$ cat src/rtl/usb_rx.sv
// Full-speed USB receive path: line synchronisation, bit-timing recovery, NRZI decode,
// bit-unstuffing, SYNC/PID/EOP checking and byte assembly into the shared packet buffer.
module usb_rx #(
  parameter int CLKS_PER_BIT = 8,
  parameter int SAMPLE_POINT = 4,
  parameter int BUFFER_SIZE  = 64
) (
  input  logic       clk,
  input  logic       rst,
  input  logic       dp_in,
  input  logic       dm_in,
  input  logic [6:0] buffer_occupancy,
  output logic [7:0] rx_packet_data,
  output logic       store_rx_packet_data,
  output logic [2:0] rx_packet,
  output logic       rx_data_ready,
  output logic       rx_transfer_active,
  output logic       rx_error
);
  localparam int         TW       = $clog2(CLKS_PER_BIT);
  localparam logic [2:0] PID_NONE = 3'd7;

  typedef enum logic [2:0] {
    S_IDLE, S_SYNC, S_PID, S_DATA, S_EOP, S_DONE, S_ERR
  } state_t;

  state_t        state_q, state_d;
  logic          dp_meta_q, dm_meta_q, dp_q, dm_q, dp_prev_q, dm_prev_q;
  logic [TW-1:0] tmr_q, tmr_d;
  logic          prev_lvl_q, prev_lvl_d;
  logic [2:0]    ones_q, ones_d;
  logic [2:0]    bit_cnt_q, bit_cnt_d;
  logic [7:0]    shift_q, shift_d;
  logic [6:0]    byte_cnt_q, byte_cnt_d;
  logic          eop_wait_j_q, eop_wait_j_d;
  logic          err_se0_q, err_se0_d;
  logic [3:0]    jcnt_q, jcnt_d;
  logic [7:0]    data_q, data_d;
  logic          store_q, store_d;
  logic [2:0]    packet_q, packet_d;
  logic          ready_q, ready_d;
  logic          active_q, active_d;
  logic          error_q, error_d;

  logic       sample, is_se0, is_j, nrzi_bit, start, goto_err;
  logic [7:0] byte_now;
  logic [2:0] pid_kind;

  // Maps a received PID byte to its packet type; PID_NONE marks an invalid PID.
  function automatic logic [2:0] decode_pid(input logic [7:0] pid);
    logic [2:0] kind;
    case (pid[3:0])
      4'b0001: kind = 3'd0;
      4'b1001: kind = 3'd1;
      4'b0011: kind = 3'd2;
      4'b1011: kind = 3'd3;
      4'b0010: kind = 3'd4;
      4'b1010: kind = 3'd5;
      4'b1110: kind = 3'd6;
      default: kind = PID_NONE;
    endcase
    if (pid[7:4] != ~pid[3:0]) kind = PID_NONE;
    return kind;
  endfunction

  function automatic logic len_ok(input logic [2:0] kind, input logic [6:0] n);
    case (kind)
      3'd0, 3'd1:       return n == 7'd2;
      3'd2, 3'd3:       return n <= 7'(BUFFER_SIZE);
      3'd4, 3'd5, 3'd6: return n == 7'd0;
      default:          return 1'b0;
    endcase
  endfunction

  assign sample   = (tmr_q == TW'(SAMPLE_POINT));
  assign is_se0   = !dp_q && !dm_q;
  assign is_j     = dp_q && !dm_q;
  assign nrzi_bit = (dp_q == prev_lvl_q);
  assign byte_now = {nrzi_bit, shift_q[7:1]};
  assign pid_kind = decode_pid(byte_now);
  assign start    = dp_prev_q && !dm_prev_q && !dp_q && dm_q;

  // NOTE: every variable gets a default before the case so no latches are inferred.
  always_comb begin
    state_d      = state_q;
    tmr_d        = (dp_q != dp_prev_q || tmr_q == TW'(CLKS_PER_BIT - 1)) ? '0 : tmr_q + TW'(1);
    prev_lvl_d   = prev_lvl_q;
    ones_d       = ones_q;
    bit_cnt_d    = bit_cnt_q;
    shift_d      = shift_q;
    byte_cnt_d   = byte_cnt_q;
    eop_wait_j_d = eop_wait_j_q;
    err_se0_d    = (state_q == S_ERR) ? err_se0_q : 1'b0;
    jcnt_d       = (state_q == S_ERR) ? jcnt_q : 4'd0;
    data_d       = data_q;
    store_d      = 1'b0;
    packet_d     = packet_q;
    ready_d      = 1'b0;
    error_d      = error_q;
    goto_err     = 1'b0;

    unique case (state_q)
      S_IDLE: if (start) begin
        state_d    = S_SYNC;
        prev_lvl_d = 1'b1;
        ones_d     = '0;
        bit_cnt_d  = '0;
        byte_cnt_d = '0;
        error_d    = 1'b0;
      end
      S_SYNC, S_PID, S_DATA: if (sample) begin
        if (is_se0) begin
          if (state_q == S_DATA) begin
            state_d      = S_EOP;
            eop_wait_j_d = 1'b0;
          end else goto_err = 1'b1;
        end else begin
          prev_lvl_d = dp_q;
          if (ones_q == 3'd6) begin
            // Stuffed bit: must be a 0 and never reaches the shifter.
            ones_d = '0;
            if (nrzi_bit) goto_err = 1'b1;
          end else begin
            ones_d    = nrzi_bit ? ones_q + 3'd1 : 3'd0;
            shift_d   = byte_now;
            bit_cnt_d = bit_cnt_q + 3'd1;
            case (state_q)
              S_SYNC: begin
                if (nrzi_bit != (bit_cnt_q == 3'd7)) goto_err = 1'b1;
                else if (bit_cnt_q == 3'd7)        state_d  = S_PID;
              end
              S_PID: if (bit_cnt_q == 3'd7) begin
                if (pid_kind != PID_NONE) begin
                  packet_d = pid_kind;
                  state_d  = S_DATA;
                end else goto_err = 1'b1;
              end
              S_DATA: if (bit_cnt_q == 3'd7) begin
                if (buffer_occupancy == 7'(BUFFER_SIZE)) goto_err = 1'b1;
                else begin
                  store_d = 1'b1;
                  data_d  = byte_now;
                  if (byte_cnt_q != 7'h7f) byte_cnt_d = byte_cnt_q + 7'd1;
                end
              end
              default: ;
            endcase
          end
        end
      end
      S_EOP: if (sample) begin
        if (!eop_wait_j_q) begin
          if (is_se0) eop_wait_j_d = 1'b1;
          else        goto_err     = 1'b1;
        end else if (is_j && bit_cnt_q == 3'd0 && len_ok(packet_q, byte_cnt_q)) begin
          state_d = S_DONE;
          ready_d = 1'b1;
        end else goto_err = 1'b1;
      end
      S_DONE: state_d = S_IDLE;
      S_ERR: if (sample) begin
        if (is_se0) begin
          err_se0_d = 1'b1;
          jcnt_d    = '0;
        end else if (is_j) begin
          if (err_se0_q || jcnt_q == 4'd15) state_d = S_IDLE;
          else                              jcnt_d  = jcnt_q + 4'd1;
        end else jcnt_d = '0;
      end
      default: state_d = S_IDLE;
    endcase

    if (goto_err) begin
      state_d = S_ERR;
      error_d = 1'b1;
    end
    active_d = (state_d == S_SYNC) || (state_d == S_PID) || (state_d == S_DATA) || (state_d == S_EOP);
  end

  // NOTE: the two-flop synchroniser idles at J so reset never looks like a start edge.
  always_ff @(posedge clk) begin
    if (rst) begin
      {dp_meta_q, dp_q, dp_prev_q} <= 3'b111;
      {dm_meta_q, dm_q, dm_prev_q} <= 3'b000;
      state_q      <= S_IDLE;
      tmr_q        <= '0;
      prev_lvl_q   <= 1'b1;
      ones_q       <= '0;
      bit_cnt_q    <= '0;
      shift_q      <= '0;
      byte_cnt_q   <= '0;
      eop_wait_j_q <= 1'b0;
      err_se0_q    <= 1'b0;
      jcnt_q       <= '0;
      data_q       <= '0;
      store_q      <= 1'b0;
      packet_q     <= PID_NONE;
      ready_q      <= 1'b0;
      active_q     <= 1'b0;
      error_q      <= 1'b0;
    end else begin
      {dp_prev_q, dp_q, dp_meta_q} <= {dp_q, dp_meta_q, dp_in};
      {dm_prev_q, dm_q, dm_meta_q} <= {dm_q, dm_meta_q, dm_in};
      state_q      <= state_d;
      tmr_q        <= tmr_d;
      prev_lvl_q   <= prev_lvl_d;
      ones_q       <= ones_d;
      bit_cnt_q    <= bit_cnt_d;
      shift_q      <= shift_d;
      byte_cnt_q   <= byte_cnt_d;
      eop_wait_j_q <= eop_wait_j_d;
      err_se0_q    <= err_se0_d;
      jcnt_q       <= jcnt_d;
      data_q       <= data_d;
      store_q      <= store_d;
      packet_q     <= packet_d;
      ready_q      <= ready_d;
      active_q     <= active_d;
      error_q      <= error_d;
    end
  end

  assign rx_packet_data       = data_q;
  assign store_rx_packet_data = store_q;
  assign rx_packet            = packet_q;
  assign rx_data_ready        = ready_q;
  assign rx_transfer_active   = active_q;
  assign rx_error             = error_q;
endmodule

$ cat config.mk
export PLATFORM = sky130hd
export DESIGN_NAME = usb_rx
export DESIGN_NICKNAME = d
export VERILOG_FILES = /design/src/rtl/usb_rx.sv
export SDC_FILE = /design/constraint.sdc
export NUM_CORES = 1
export LEC_CHECK = 0
export ABC_AREA = 1
export CORE_UTILIZATION = 70
export CTS_BUF_LIST = sky130_fd_sc_hd__clkbuf_2 sky130_fd_sc_hd__clkbuf_4 sky130_fd_sc_hd__clkbuf_8
export CTS_CLUSTER_DIAMETER = 30
export DETAILED_ROUTE_END_ITERATION = 7
export DONT_BUFFER_PORTS = 1
export PLACE_DENSITY = 0.95
export SLEW_MARGIN = 10
export SYNTH_ARGS = -nofsm -noshare
export SYNTH_HDL_FRONTEND = slang
export SYNTH_SLANG_ARGS = --single-unit
$ cat constraint.sdc
create_clock -name clk -period 2.9 [get_ports clk]
set_input_delay 0.29 -clock clk [delete_from_list [all_inputs] [get_ports clk]]
set_output_delay 0.29 -clock clk [all_outputs]
set_load 0.005 [all_outputs]
* Yosys cells after proc, flatten, opt, wreduce, memory -nomap -nowiden
Cells that the tools add are included.
** Word-level totals
- Input port bits :: 11
- Output and inout port bits :: 15
- Flip-flop bits (word level) :: 55
** Operators by class
- Add/subtract/negate cells :: 5
- Reductions and logical operators :: 38
- Multiplexer cells :: 86
- Equal/unequal tests :: 45
- Magnitude comparators :: 1
- Bitwise logic cells :: 10
** Operators by type and width (number)
- $mux 3 :: 26
- $mux 7 :: 8
- $mux 1 :: 35
- $eq 3x3->1 const B :: 10
- $mux 4 :: 6
- $pmux 3 s7 :: 1
- $eq 4x4->1 const B :: 5
- $ne 2x2->1 const B :: 10
- $eq 3x2->1 const B :: 6
- $pmux 3 s2 :: 3
- $pmux 7 s2 :: 1
- $reduce_and 7->1 :: 2
- $pmux 3 s4 :: 1
- $reduce_and 5->1 :: 2
- $add 3x1->3 const B :: 3
- $eq 3x1->1 const B :: 3
- $logic_not 3->1 :: 3
- $not 1->1 :: 9
- $reduce_and 9->1 :: 1
- $eq 4x2->1 const B :: 2
- $reduce_and 4->1 :: 2
- $reduce_bool 2->1 :: 4
- $add 7x1->7 const B :: 1
- $eq 7x2->1 const B :: 1
- other kinds (21) :: 40

* Logic depth before layout (Yosys ltp)
- Word-level depth :: 16
- Gate-level depth with buffers :: 20
- Depth with buffers taken out :: 20

* Worst setup path after synthesis
No wires, ideal clock.
- Kind :: register to register
- From :: register byte_cnt_q[1]
- To :: register byte_cnt_q[5]
- Cell stages (with the launch flop) :: 12
- Path buffers :: 0
- Clock period less this slack :: 1.779 ns
- Data required time :: 2.785 ns
- Setup slack :: 1.121 ns
- Arrival :: 1.664 ns
- Cells stage by stage :: dfxtp_1 -> ha_1 -> nand2_1 -> or3b_1 -> nor2_1 -> o21ai_2 -> nand2_4 -> clkinv_2 -> nand4_4 -> nor2_2 -> xnor2_1 -> nor2_1
** Between the ends
- Longest elaborated chain between the ends :: 9
- Elaborated cells on any way between the ends :: 12
- Classes of those cells :: add/sub: 1; eq/ne: 2; mux: 8; reduce/logical: 1
** RTL lines
- from (decl) :: line 34 : logic [6:0] byte_cnt_q, byte_cnt_d;
- from (signal assigned) :: line 210 : byte_cnt_q <= byte_cnt_d;
- $add 7x1->7 :: line 143 : if (byte_cnt_q != 7'h7f) byte_cnt_d = byte_cnt_q + 7'd1;
- $mux 7 :: line 143
- $mux 7 :: line 139 : if (buffer_occupancy == 7'(BUFFER_SIZE)) goto_err = 1'b1;
- $mux 7 :: line 138 : S_DATA: if (bit_cnt_q == 3'd7) begin
- $mux 7 :: line 127 : case (state_q)
- $mux 7 :: line 119 : if (ones_q == 3'd6) begin
- $mux 7 :: line 112 : if (is_se0) begin
- $mux 7 :: line 111 : S_SYNC, S_PID, S_DATA: if (sample) begin
- $pmux 7 s2 :: line 102 : unique case (state_q)
Several ways; a longest one is shown, not always the timed one. The select of a mux whose other input is x is not followed.
A chain may end at the register's enable or synchronous reset.

* Final worst setup path
- From :: register state_q[0]
- To :: register active_q, in the netlist rx_transfer_active
** Between the ends
- Longest elaborated chain between the ends :: 12
- Elaborated cells on any way between the ends :: 39
- Classes of those cells :: eq/ne: 9; mux: 25; reduce/logical: 5
** RTL lines
- from (decl) :: line 27 : state_t state_q, state_d;
- from (signal assigned) :: line 204 : state_q <= state_d;
- $mux 3 (on tied branches) :: line 133, 130
- $mux 3 (on tied branches) :: line 132, 129
- $pmux 3 s2 :: line 127
- $mux 3 :: line 119
- $mux 3 :: line 112
- $mux 3 :: line 111
- $pmux 3 s4 :: line 102
- $mux 3 * :: line 173 : if (goto_err) begin
- $eq 3x1->1 or $eq 3x2->1 (tied branches) :: line 177 : active_d = (state_d == S_SYNC) || (state_d == S_PID) || (state_d == S_DATA) || (state_d == S_EOP);
- $logic_or 1x1->1 (2 in series) :: line 177
- $logic_or 1x1->1 * :: line 177
- to (signal assigned) :: line 218 : active_q <= active_d;
- to (decl) :: line 42 : logic active_q, active_d;
Mark *: on every way between the ends. The rest lies on a longest branch, timed or not.

==> out/metrics.yaml <==
synthesis:
  synth_top_area_share_pct: 38.9
  synth_seq_area_share_pct: 38.9
  syn_area_per_cell_um2: 7.36
  async_reset_ff_share_pct: 0
  synthesis.instances: 378
  syn-cell-area_um2: 2780
  syn_nets: 401
  yosysWarnings: 0
  yosysTopAreaCell: "dfxtp_1"
  synth_ff_type: "dfxtp_1"
  synthTopCellsByArea: "dfxtp_1 39%, nand2_1 7.7%, inv_1 7.2%"
  synth_seq_cells: 54
  ys_types: 40
  synth-edff-count: 0
global_routing:
  grt_max_degree: 25
  grt_pass1_wl_um: 10300
  antenna_found_initial: 0
  grt_use_total_pct: 31.6
  overflow: 0
  grt_pass1_vias: 2458
clocking:
  cts_hold_buf: 0
  cts-root-buf: "clkbuf_8"
  cts_num_sinks: 54
  cts_tree: "built"
  clk_path_buf_depth: 2
  cts.clk_slew.worst_paths_ns: 0.09
  cts_resized: 0
  cts_buffers: 5
  post-cts-setup-buffer-count: 0
  cts-htree-levels: 2
  clkLatencyLatePin_ns: 0.31
timing:
  max_slew.worst_pin.slew_ns: 0.632
  setup_tns_ns: 0
  grt_setup_unrepaired: "false"
  slew_viol_final: 0
  hold_violations: 0
  setup_viol: 0
  slew_headroom_pct: 57.8
  min_period_ns: 2.04
  whs_ns: 0.0410
  period_share_pct: 70.2
  finClkSkew_ns: 0.00538
  max_freq_ghz: 0.491
final_layout:
  drive_gt1_share_pct: 11.6
  mostFrequentLayoutCell: "nand2_1"
  nFillCells: 253
  final_cell_count_no_fill: 427
  regArea_um2: 1080
  antenna_cells: 0
  layout_common_cells: "57 x nand2_1, 54 x dfxtp_1, 53 x inv_1, 41 x nor2_1, 38 x a21oi_1"
  fin_nets: 402
  final_core_util_pct: 78.3
  area_growth_syn_to_layout_pct: 5.44
  multiInputGateArea_um2: 1440
pwr:
  vdd_drop_max_mv: 0.524
  finalPower_mw: 1.47
  cellLeakagePower_nw: 1.25
  power_density_nw_per_um2: 501
drt:
  routed_wirelength_um: 6000
  drc: 0
  ant_nets: 0
  dr.pass1.iters: 5
  drt-wirelength-per-cell_um: 14.0
  vias: 2546
  drt_iter0_drc: 219
  vias_per_cell: 5.96
placement:
  portBuffers: 0
  gp_congestion: 0.863
  dpl.hpwl_um: 4330
  dp_cells: 420
worst_setup_path:
  path_class: "reg2reg"
  crit_path_end_kind: "flip-flop"
  start_kind: "flip-flop"
  cp.arrival_ns: 2.26
  crit_fanout: 9
  worstPathRequired_ns: 3.12
floorplanning:
  core_um2: 3740
  dieArea_um2: 4230
  die_y_um: 65.0
  die_x_um: 65.0
  num_rows: 22
  ios: 26
  start_util_pct: 74.3
run_status:
  outcome: "complete, no violations"
run:
  maxCapViolations: 0
min_path:
  hold_class: "in2reg"
-- layer usage --
metal	wire (µm)	up-vias	global-route usage (%)	share of wire [%]
met5	0	-	0	0
met3	435	24	6.51	7.3
met2	2940	123	55.7	49
li1	-	1240	-	-
met4	182	0	16.6	3.0
met1	2440	1159	35.6	41
-- cells by family (layout without fill, tap and decap cells) --
| group | count (synthesis) | count (layout) | synth area share, % |
|---|---|---|---|
| buffers and inverters | 68 | 69 | 9.31 |
| adder cells (fa/ha/maj) | 12 | 12 | 5.40 |
| AND/OR/NAND/NOR | 152 | 152 | 26.6 |
| XOR/XNOR | 2 | 2 | 0.630 |
| flip-flops | 54 | 54 | 38.9 |
| AO/OA/AOI/OAI | 90 | 90 | 19.2 |
-- final timing paths --
kind	start	end	slack, ns	cells past startpoint
setup / recovery	state_q[0]	rx_transfer_active	0.86	11
hold reg to reg	dp_meta_q	dp_q	0.41	1
setup reg to reg	state_q[0]	rx_transfer_active	0.86	11
hold / removal	rst	state_q[0]	0.04	1
-- cell type report --
| cell class | count | share of cell area (%) |
|---|---|---|
| clock buffers | 6 | 2.82 |
| well taps | 48 | 2.05 |
| inverters | 61 | 7.85 |
| multi-input cells | 256 | 49.1 |
| repair buffers | 1 | 0.256 |
| flip-flops and latches | 54 | 36.9 |
| clock inverters | 1 | 1.02 |
-- cell usage after synthesis, drive strengths merged, types with 4 or more instances --
cell,n
nand2,66
inv,60
dfxtp,54
nor2,47
a21oi,40
o21ai,33
nand3,18
ha,12
nor3,12
clkbuf,5
a31oi,4
nand4,4
o211ai,4
-- state kept, by name (all words and copies together), names as in the netlist, 3 cells and up --
signal          cells
rx_packet_data      8
byte_cnt_q          7
shift_q             7
jcnt_q              4
bit_cnt_q           3
ones_q              3
rx_packet           3
state_q             3
tmr_q               3
-- power by group --
| group | switching, mW | internal [mW] | total (mW) |
|---|---|---|---|
| sequential | 0.0241 | 0.763 | 0.787 |
| clock | 0.235 | 0.276 | 0.512 |
| combinational | 0.111 | 0.0578 | 0.169 |
| total | 0.370 | 1.10 | 1.47 |
-- metrics by stage --
step           cell area (µm²)  setup slack [ns]
6_report                  2930             0.863
3_5_place_dp              2820             0.927
3_3_place_gp              2820              1.00
4_1_cts                   2930             0.904
2_1_floorplan             2780              1.12
5_1_grt                   2930             0.610
-- critical path, cell delays in order (launching register included) --
cell and delay [ns]:
dfxtp_1 0.60, nand3_4 0.15, inv_1 0.14, nand2_1 0.11, nor2_1 0.27, o21bai_1 0.10, a21oi_1 0.26, nand2_2 0.08
nor2_1 0.09, nand2_1 0.05, nand2_1 0.05, inv_1 0.03
(Power assumes the default switching activity.)
